**src/rtl/hazard_ctrl_unit.sv**
```systemverilog
// Pipeline hazard controller: load-use stalls, control-transfer flushes,
// operand bypass selection and saturating stall/flush event counters.
module hazard_ctrl_unit #(
    parameter int unsigned REG_AW   = 5,
    parameter int unsigned LOAD_LAT = 3,
    parameter int unsigned CTRL_LAT = 2,
    parameter bit          ZERO_HW  = 1'b0,
    parameter int unsigned CNT_W    = 16
) (
    input  logic              clk,
    input  logic              rst,
    input  logic [REG_AW-1:0] rs1_d,
    input  logic [REG_AW-1:0] rs2_d,
    input  logic              use1_d,
    input  logic              use2_d,
    input  logic [REG_AW-1:0] rs1_e,
    input  logic [REG_AW-1:0] rs2_e,
    input  logic [REG_AW-1:0] rd_e,
    input  logic              regwrite_e,
    input  logic              memread_e,
    input  logic [REG_AW-1:0] rd_m,
    input  logic              regwrite_m,
    input  logic [REG_AW-1:0] rd_w,
    input  logic              regwrite_w,
    input  logic              taken_e,
    input  logic              cnt_clr,
    output logic              stallF_o,
    output logic              stallD_o,
    output logic              flushD_o,
    output logic              flushE_o,
    output logic [1:0]        bypA_sel_o,
    output logic [1:0]        bypB_sel_o,
    output logic [CNT_W-1:0]  stall_cnt_o,
    output logic [CNT_W-1:0]  flush_cnt_o
);

    localparam int unsigned MaxLat = (LOAD_LAT > CTRL_LAT) ? LOAD_LAT : CTRL_LAT;
    localparam int unsigned RemW   = $clog2(MaxLat) + 1;

    typedef enum logic [1:0] {StIdle, StLstall, StCflush} state_e;

    state_e           r_state, w_state_nxt;
    logic [RemW-1:0]  r_rem, w_rem_nxt;
    logic [CNT_W-1:0] r_stall_cnt, r_flush_cnt;
    logic             w_lu;
    logic             w_stallF, w_stallD, w_flushD, w_flushE;

    // Register 0 never matches when it is hardwired to zero.
    function automatic logic f_match(input logic [REG_AW-1:0] a, input logic [REG_AW-1:0] b);
        return (a == b) && !(ZERO_HW && (a == '0));
    endfunction

    function automatic logic [1:0] f_byp(input logic [REG_AW-1:0] rs);
        if (regwrite_m && f_match(rd_m, rs)) begin
            return 2'd1;
        end else if (regwrite_w && f_match(rd_w, rs)) begin
            return 2'd2;
        end
        return 2'd0;
    endfunction

    assign w_lu = memread_e && regwrite_e &&
                  ((use1_d && f_match(rd_e, rs1_d)) || (use2_d && f_match(rd_e, rs2_d)));

    // Bypass selects: M-stage result beats W-stage data.
    always_comb begin
        bypA_sel_o = f_byp(rs1_e);
        bypB_sel_o = f_byp(rs2_e);
    end

    // Next-state and stall/flush decode.
    always_comb begin
        w_state_nxt = r_state;
        w_rem_nxt   = r_rem;
        w_stallF    = 1'b0;
        w_stallD    = 1'b0;
        w_flushD    = 1'b0;
        w_flushE    = 1'b0;
        // A taken transfer wins in IDLE and LSTALL, and restarts CFLUSH.
        if (taken_e) begin
            w_flushD = 1'b1;
            w_flushE = 1'b1;
            if (CTRL_LAT > 1) begin
                w_state_nxt = StCflush;
                w_rem_nxt   = RemW'(CTRL_LAT - 1);
            end else begin
                w_state_nxt = StIdle;
                w_rem_nxt   = '0;
            end
        end else begin
            unique case (r_state)
                StIdle: begin
                    if (w_lu) begin
                        w_stallF = 1'b1;
                        w_stallD = 1'b1;
                        w_flushE = 1'b1;
                        if (LOAD_LAT > 1) begin
                            w_state_nxt = StLstall;
                            w_rem_nxt   = RemW'(LOAD_LAT - 1);
                        end
                    end
                end
                StLstall: begin
                    w_stallF = 1'b1;
                    w_stallD = 1'b1;
                    w_flushE = 1'b1;
                    if (r_rem <= RemW'(1)) begin
                        w_state_nxt = StIdle;
                        w_rem_nxt   = '0;
                    end else begin
                        w_rem_nxt = r_rem - RemW'(1);
                    end
                end
                StCflush: begin
                    // lu ignored: the D instruction is being flushed anyway.
                    w_flushD = 1'b1;
                    if (r_rem <= RemW'(1)) begin
                        w_state_nxt = StIdle;
                        w_rem_nxt   = '0;
                    end else begin
                        w_rem_nxt = r_rem - RemW'(1);
                    end
                end
                default: begin
                    w_state_nxt = StIdle;
                    w_rem_nxt   = '0;
                end
            endcase
        end
    end

    // Control outputs are held low for the whole reset pulse.
    assign stallF_o = w_stallF && !rst;
    assign stallD_o = w_stallD && !rst;
    assign flushD_o = w_flushD && !rst;
    assign flushE_o = w_flushE && !rst;

    // State and remaining-cycle register.
    always_ff @(posedge clk or posedge rst) begin
        if (rst) begin
            r_state <= StIdle;
            r_rem   <= '0;
        end else begin
            r_state <= w_state_nxt;
            r_rem   <= w_rem_nxt;
        end
    end

    // Saturating event counters; clear takes priority over counting.
    always_ff @(posedge clk or posedge rst) begin
        if (rst) begin
            r_stall_cnt <= '0;
            r_flush_cnt <= '0;
        end else if (cnt_clr) begin
            r_stall_cnt <= '0;
            r_flush_cnt <= '0;
        end else begin
            if (stallD_o && (r_stall_cnt != '1)) begin
                r_stall_cnt <= r_stall_cnt + CNT_W'(1);
            end
            if ((flushD_o || flushE_o) && (r_flush_cnt != '1)) begin
                r_flush_cnt <= r_flush_cnt + CNT_W'(1);
            end
        end
    end

    assign stall_cnt_o = r_stall_cnt;
    assign flush_cnt_o = r_flush_cnt;

endmodule

```
**config.mk**
```make
export PLATFORM = sky130hd
export DESIGN_NAME = hazard_ctrl_unit
export DESIGN_NICKNAME = d
export VERILOG_FILES = /design/src/rtl/hazard_ctrl_unit.sv
export SDC_FILE = /design/constraint.sdc
export NUM_CORES = 1
export LEC_CHECK = 0
export CAP_MARGIN = 40
export CORE_MARGIN = 2
export CORE_UTILIZATION = 42
export DETAILED_ROUTE_END_ITERATION = 16
export PLACE_DENSITY = 0.78
export SYNTH_ARGS = -nofsm -noshare
export SYNTH_HDL_FRONTEND = slang
export SYNTH_SLANG_ARGS = --single-unit
```
**constraint.sdc**
```tcl
create_clock -name clk -period 2 [get_ports clk]
set_input_delay 0.3 -clock clk [delete_from_list [all_inputs] [get_ports clk]]
set_output_delay 0.3 -clock clk [all_outputs]
set_load 0.005 [all_outputs]
```
; ---- After elaboration in Yosys (flattened, before gate mapping)
; Cells that the tools add are included.
[word_totals]
register_bits = 37
inputBits = 45
output_inout_bits = 40
word_cells = 69
[classes]
add_sub_neg = 3
magnitude_cmp = 1
eq_ne = 12
muxes = 28
n_reduce_logical = 21
[op_table]
columns = operator, n
row1 = 2-to-1 mux 16 bit, 4
row2 = adder 16 x 1 -> 16 bit (second input constant), 2
row3 = inequality test 16 bit (second input constant), 2
row4 = == test 5 bit, 6
row5 = 2-to-1 mux 2 bit, 9
row6 = logical AND 1 bit, 13
row7 = 2-to-1 mux 1 bit, 9
row8 = 2-to-1 mux 3 bit, 3
row9 = case mux 3 bit (2 select lines), 1
row10 = case mux 2 bit (2 select lines), 1
row11 = nonzero test 2 bit, 2
row12 = less-or-equal comparator 3 x 1 -> 1 bit (second input constant), 1
row13 = inequality test 3 x 1 -> 1 bit (second input constant), 1
row14 = inequality test 3 bit (second input constant), 1
row15 = subtractor 3 x 1 -> 3 bit (second input constant), 1
row16 = == test 2 x 1 -> 1 bit (second input constant), 1
row17 = == test 2 bit (second input constant), 1
row18 = zero test 2 bit, 1
row19 = logical OR 1 bit, 2
row20 = case mux 1 bit (2 select lines), 1
row21 = AND reduction 2 bit, 1
row22 = OR reduction 2 bit, 1
row23 = zero test 1 bit, 1

; ---- Logic depth before layout (Yosys ltp)
[logic_depth]
depth_word = 12
mapped_depth = 10
mapped_depth_nobuf = 8

; ---- Worst setup path after synthesis
; OpenSTA, ideal clock, no wires.
[synth_path]
path_kind = flip-flop to flip-flop
from = register r_state[0]
to = register r_flush_cnt[15] (netlist: flush_cnt_o[15])
setup_time_ps = 78
arrival_ps = 1991
required_ps = 1922
setup_slack_ps = -69
stages_incl_launch_ff = 9
n_path_buf = 1
synth_period_minus_slack_ps = 2069
path_cell_list = dfrtp_1 > inv_1 > ha_1 > nand3_1 > o31ai_4 > o21ai_2 > clkbuf_2 > or4_1 > a21oi_1
[synth_via]
elab_chain_len = 7
elab_cells_between_ends = 12
cone_classes = eq/ne (2) / mux (4) / reduce/logical (6)
[synth_lines]
columns = element, line
row1 = from (decl), 42  ; state_e r_state, w_state_nxt;
row2 = from (signal assigned), 141  ; r_state <= StIdle;
row3 = from (signal assigned), 144  ; r_state <= w_state_nxt;
row4 = "== test 2 x 1 -> 1 bit, or another cell as far along", 91  ; unique case (r_state)
row5 = case mux 1 bit (2 select lines) / 2-to-1 mux 1 bit (equally long branches), 91
row6 = 2-to-1 mux 1 bit, 80  ; if (taken_e) begin
row7 = logical AND 1 bit (on tied branches), "136, 135"
row8 = logical OR 1 bit *, 161  ; if ((flushD_o || flushE_o) && (r_flush_cnt != '1)) begin
row9 = logical AND 1 bit *, 161
row10 = nonzero test 2 bit (no line) *, --
row11 = to (signal assigned), 162  ; r_flush_cnt <= r_flush_cnt + CNT_W'(1);
row12 = to (decl), 44  ; logic [CNT_W-1:0] r_stall_cnt, r_flush_cnt;
; Mark *: on every way between the ends. The rest lies on a longest branch, timed or not.
; A chain may end at the register's enable or synchronous reset.

; ---- Worst setup path after layout
[layout_path]
from = register r_state[1]
to = output stallD_o
[layout_via]
elab_chain_len = 4
elab_cells_between_ends = 5
cone_classes = eq/ne (1) / mux (2) / reduce/logical (2)
[layout_lines]
columns = element, line
row1 = == test 2 x 1 -> 1 bit / zero test 2 bit (equally long branches), 91
row2 = case mux 1 bit (2 select lines) *, 91
row3 = 2-to-1 mux 1 bit *, 80
row4 = logical AND 1 bit *, 134  ; assign stallD_o = w_stallD && !rst;
row5 = to (decl), 28  ; output logic stallD_o,
; Marks and branches as above.

==> summary.md <==
| Metric | Value |
|---|---|
| Run status | `finished, violations left` |
| Failing checks | `setup timing` |
| Post-DP HPWL | `5.61 mm` |
| Post-route minimum period | `2.18 ns` |
| Part of the Yosys area used for sequential elements | `37.2%` |
| Clock transition at path regs | `roughly 0.080 ns` |
| Category of the critical setup timing path | `flop to primary output` |
| Highest clock rate | `458 MHz` |
| Fill count | `405` |
| Detail Route Antenna Nets | `0` |
| Top cell family by delay on the critical path | `simple AND/OR/NAND/NOR gates` |
| Instance count of the mapped netlist | `286` |
| Vias in the first global route | `~3200` |
| WP buf/inv | `3` |
| Number of placement rows | `28` |
| Maximum level of the CTS H-tree | `2` |
| Start point of the critical path | `r_state[1]` |
| Clock tree from TritonCTS | `built` |
| Antenna Cells | `0` |
| Data arrival time at the worst-slack endpoint | `1.88 ns` |
| Cells along the critical path | `inv_2 -> ha_4 -> and3_4 -> nand3_4 -> nor2_4 -> nor2_4 -> nor3_4 -> buf_4 -> buf_6` |
| Area of placed instances | `3840 µm²` |
| Slew at the pin with the worst max-slew slack | `0.425 ns` |
| Count of clock tree sinks | `37` |
| Aggregate negative setup slack | `-2.70 ns` |
| Total track usage | `a little under 30%` |
| Maximum number of pins on one net before global-route repair | `21` |
| Avg Inst Size Synth | `8.71 µm²` |
| Worst path most repeated cell | `sky130_fd_sc_hd__nor2_4` |
| Total number of vias | `around 3200` |
| Total power consumption of the routed design | `a little over 2000 µW` |
| DRT Pass-1 Iters | `5` |
| Register bit total from synthesis | `37` |
| Sum of routed wire length over all layers | `10.4 mm` |
| Worst r2r src | `r_state[1]` |
| Root buffer selected by CTS | `sky130_fd_sc_hd__clkbuf_8` |
| Placed Cells | `~500` |
| Worst min-delay path category | `flop to flop` |
| Detailed Route Iter0 Violations | `288` |
| DRC Markers | `0` |
| Effective utilization at floorplan | `42.8%` |
| Worst voltage drop across the vdd grid | `0.279 mV` |
| Number of endpoints with negative hold slack in the final report | `0` |
| Number of distinct library cells after synthesis | `40` |
| Worst slack, placed | `-0.631 ns` |
| Fraction of layout instances using a drive strength above 1 | `35.4%` |
| Die width | `81.0 µm` |
| Post-synth top area share | `37.2%` |
| Max-Slew Margin vs Limit | `71.6%` |
| Nature of the critical path startpoint | `flop` |
| Most frequent cells in the layout | `86 x sky130_fd_sc_hd__buf_4, 46 x sky130_fd_sc_hd__clkdlybuf4s50_1, 37 x sky130_fd_sc_hd__dfrtp_1, 24 x sky130_fd_sc_hd__xor2_1` |
| Later-pin clock latency in the skew report | `0.31 ns` |
| Leading cell type in the layout, fill and taps excluded | `sky130_fd_sc_hd__buf_4` |
| NumNets Final | `510` |
| Global-route wire length before repair | `14.9 mm` |
| Cell area after synthesis | `approximately 2500 µm²` |
| Total overflow reported by the global router | `0` |
| Max stage delay cell, worst path | `sky130_fd_sc_hd__dfrtp_1` |
| Final design area excluding fillers | `4440 µm²` |
| Die height | `a little over 80 µm` |
| Setup-violating endpoint count in the final report | `31` |
| Number of I/O pins | `85` |
| Net count after synthesis | `339` |
| Final slew viol count | `0` |
| Clock Skews | `around 0.011 ns` |
| Cell type with the highest aggregate area in the netlist | `sky130_fd_sc_hd__dfrtp_1` |
| CTS Buf Count | `5` |
| Share of the clock period used by the worst path after layout | `109%` |
| Core region area | `5820 µm²` |
| Total number of yosys warnings | `0` |
| Data required time at the worst endpoint | `1.70 ns` |
| Antenna violations before repair | `0` |
| Pleak | `0.00195 µW` |
| Final setup slack of the worst path | `-0.182 ns` |
| Largest cells by area after synthesis | `sky130_fd_sc_hd__dfrtp_1 37%, sky130_fd_sc_hd__xor2_1 8.4%, sky130_fd_sc_hd__o21ai_0 5.0%, sky130_fd_sc_hd__xnor2_1 4.9%, sky130_fd_sc_hd__a21oi_1 4.2%` |
| Hold_sp | `r_rem[1]` |
| DIE AREA | `6560 µm²` |
| Setup repair after global routing missed its margin | `yes` |
| Final cell count without fillers | `533` |
| Avg WL per Cell | `19.4 µm` |
| Clock Tree Buf Depth | `2` |
| Largest fanout on the critical path | `3` |
| Max cap viols | `0` |
| Number of I/O port buffers | `84` |
| Largest stage delay on the critical path | `0.40 ns` |
| Routed via count divided by cell count | `6.02` |
| Layout area overhead | `78.3%` |
| Final estimated routing congestion in global placement | `about 0.85` |
| Type of element capturing the critical path | `primary output` |
| Power density over the cells | `457 nW/µm²` |
==> cell type report <==
class	count	area, µm²	share of cell area [%]
Multi-Input combinational cell	229	1790	40.2
Timing Repair Buffer	173	1470	33.2
Sequential cell	37	926	20.8
Clock inverter	2	37.5	0.845
Inverter	11	43.8	0.986
Tap cell	75	93.8	2.11
Clock buffer	6	82.6	1.86
==> registers in the layout, summed over array words and instances (netlist names) <==
signal	count
flush_cnt_o	16
r_rem	3
r_state	2
stall_cnt_o	16
==> synthesized netlist by cell type <==
| library cell | instances |
|---|---|
| sky130_fd_sc_hd__mux2i_1 | 2 |
| sky130_fd_sc_hd__or2_2 | 1 |
| sky130_fd_sc_hd__a221oi_1 | 1 |
| sky130_fd_sc_hd__nand4_1 | 9 |
| sky130_fd_sc_hd__nor2_1 | 21 |
| sky130_fd_sc_hd__mux2_2 | 1 |
| sky130_fd_sc_hd__nor2b_1 | 2 |
| sky130_fd_sc_hd__o31a_1 | 2 |
| sky130_fd_sc_hd__o2111ai_1 | 1 |
| sky130_fd_sc_hd__o21ba_2 | 2 |
| sky130_fd_sc_hd__a21oi_1 | 21 |
| sky130_fd_sc_hd__clkbuf_2 | 1 |
| sky130_fd_sc_hd__o21ai_0 | 25 |
| sky130_fd_sc_hd__or3_1 | 14 |
| sky130_fd_sc_hd__nor3_1 | 6 |
| sky130_fd_sc_hd__nand4b_1 | 1 |
| sky130_fd_sc_hd__o31ai_4 | 1 |
| sky130_fd_sc_hd__clkbuf_1 | 6 |
| sky130_fd_sc_hd__o211ai_1 | 3 |
| sky130_fd_sc_hd__nor3b_1 | 2 |
| sky130_fd_sc_hd__xor2_1 | 24 |
| sky130_fd_sc_hd__buf_1 | 1 |
| sky130_fd_sc_hd__o22ai_1 | 1 |
| sky130_fd_sc_hd__inv_1 | 11 |
| sky130_fd_sc_hd__dfrtp_1 | 37 |
| sky130_fd_sc_hd__xnor2_1 | 14 |
| sky130_fd_sc_hd__nand3_1 | 14 |
| sky130_fd_sc_hd__and3_1 | 11 |
| sky130_fd_sc_hd__a41oi_1 | 1 |
| sky130_fd_sc_hd__o31ai_1 | 4 |
| sky130_fd_sc_hd__nor4_1 | 7 |
| sky130_fd_sc_hd__or4_1 | 5 |
| sky130_fd_sc_hd__ha_1 | 8 |
| sky130_fd_sc_hd__buf_2 | 2 |
| sky130_fd_sc_hd__buf_4 | 1 |
| sky130_fd_sc_hd__and4_1 | 4 |
| sky130_fd_sc_hd__nand2_1 | 16 |
| sky130_fd_sc_hd__nor4b_1 | 1 |
| sky130_fd_sc_hd__o21ai_2 | 1 |
| sky130_fd_sc_hd__a311oi_1 | 1 |
==> kinds of logic after synthesis <==
family | count (synthesis) | synth area share (%)
flip-flops | 37 | 37.2
XOR/XNOR | 38 | 13.4
adder cells (fa/ha/maj) | 8 | 4.02
multiplexers | 3 | 1.26
buffers and inverters | 22 | 3.62
AO/OA/AOI/OAI | 64 | 15.7
AND/OR/NAND/NOR | 114 | 24.9
==> path summary, 6_finish.rpt <==
kind                                   end  slack [ns]  cells after the start
min                               r_rem[1]        0.49                      2
max                               stallD_o       -0.18                      9
max reg2reg                flush_cnt_o[15]       -0.16                      8
min in group asynchronous   flush_cnt_o[9]        0.68                      4
max in group asynchronous  stall_cnt_o[13]        1.08                      4
min reg2reg                       r_rem[1]        0.49                      2
==> repair_timing <==
action	4_1_cts	5_1_grt
endpoints found under the setup margin	31	44
cloned	2	0
resized for setup	77	68
hold buffers	0	0
buffers inserted	28	5
pin swaps	31	34
hold endpoints to repair	0	0
==> per-layer routing <==
metal / part of all wire (%) / global-route usage, %
met1: 36 / 33.3
met2: 51 / 50.3
met3: 7.5 / 6.89
met4: 5.9 / 17.1
met5: 0 / 0
==> metrics by stage <==
| stage | hold slack (ns) | utilization [%] |
|---|---|---|
| floorplan | 0.450 | - |
| global placement | 0.466 | 66.1 |
| detailed placement | 0.473 | 66.1 |
| CTS | 0.490 | 72.9 |
| global route | 0.552 | 76.4 |
| finish | 0.493 | 76.4 |
==> where the power goes <==
part / internal (µW) / leakage (µW) / total, µW / switching [µW]
sequential: 766 / 0.000509 / 778 / 12.7
combinational: 271 / 0.00139 / 538 / 267
clock: 406 / 0.0000574 / 712 / 306
total: 1440 / 0.00195 / 2030 / 586
==> worst min-delay path: stages, from the launching register on <==
cell and delay (ns):
sky130_fd_sc_hd__dfrtp_1 0.35, sky130_fd_sc_hd__nand2_1 0.05, sky130_fd_sc_hd__o21ai_0 0.06
(Power assumes the default switching activity.)
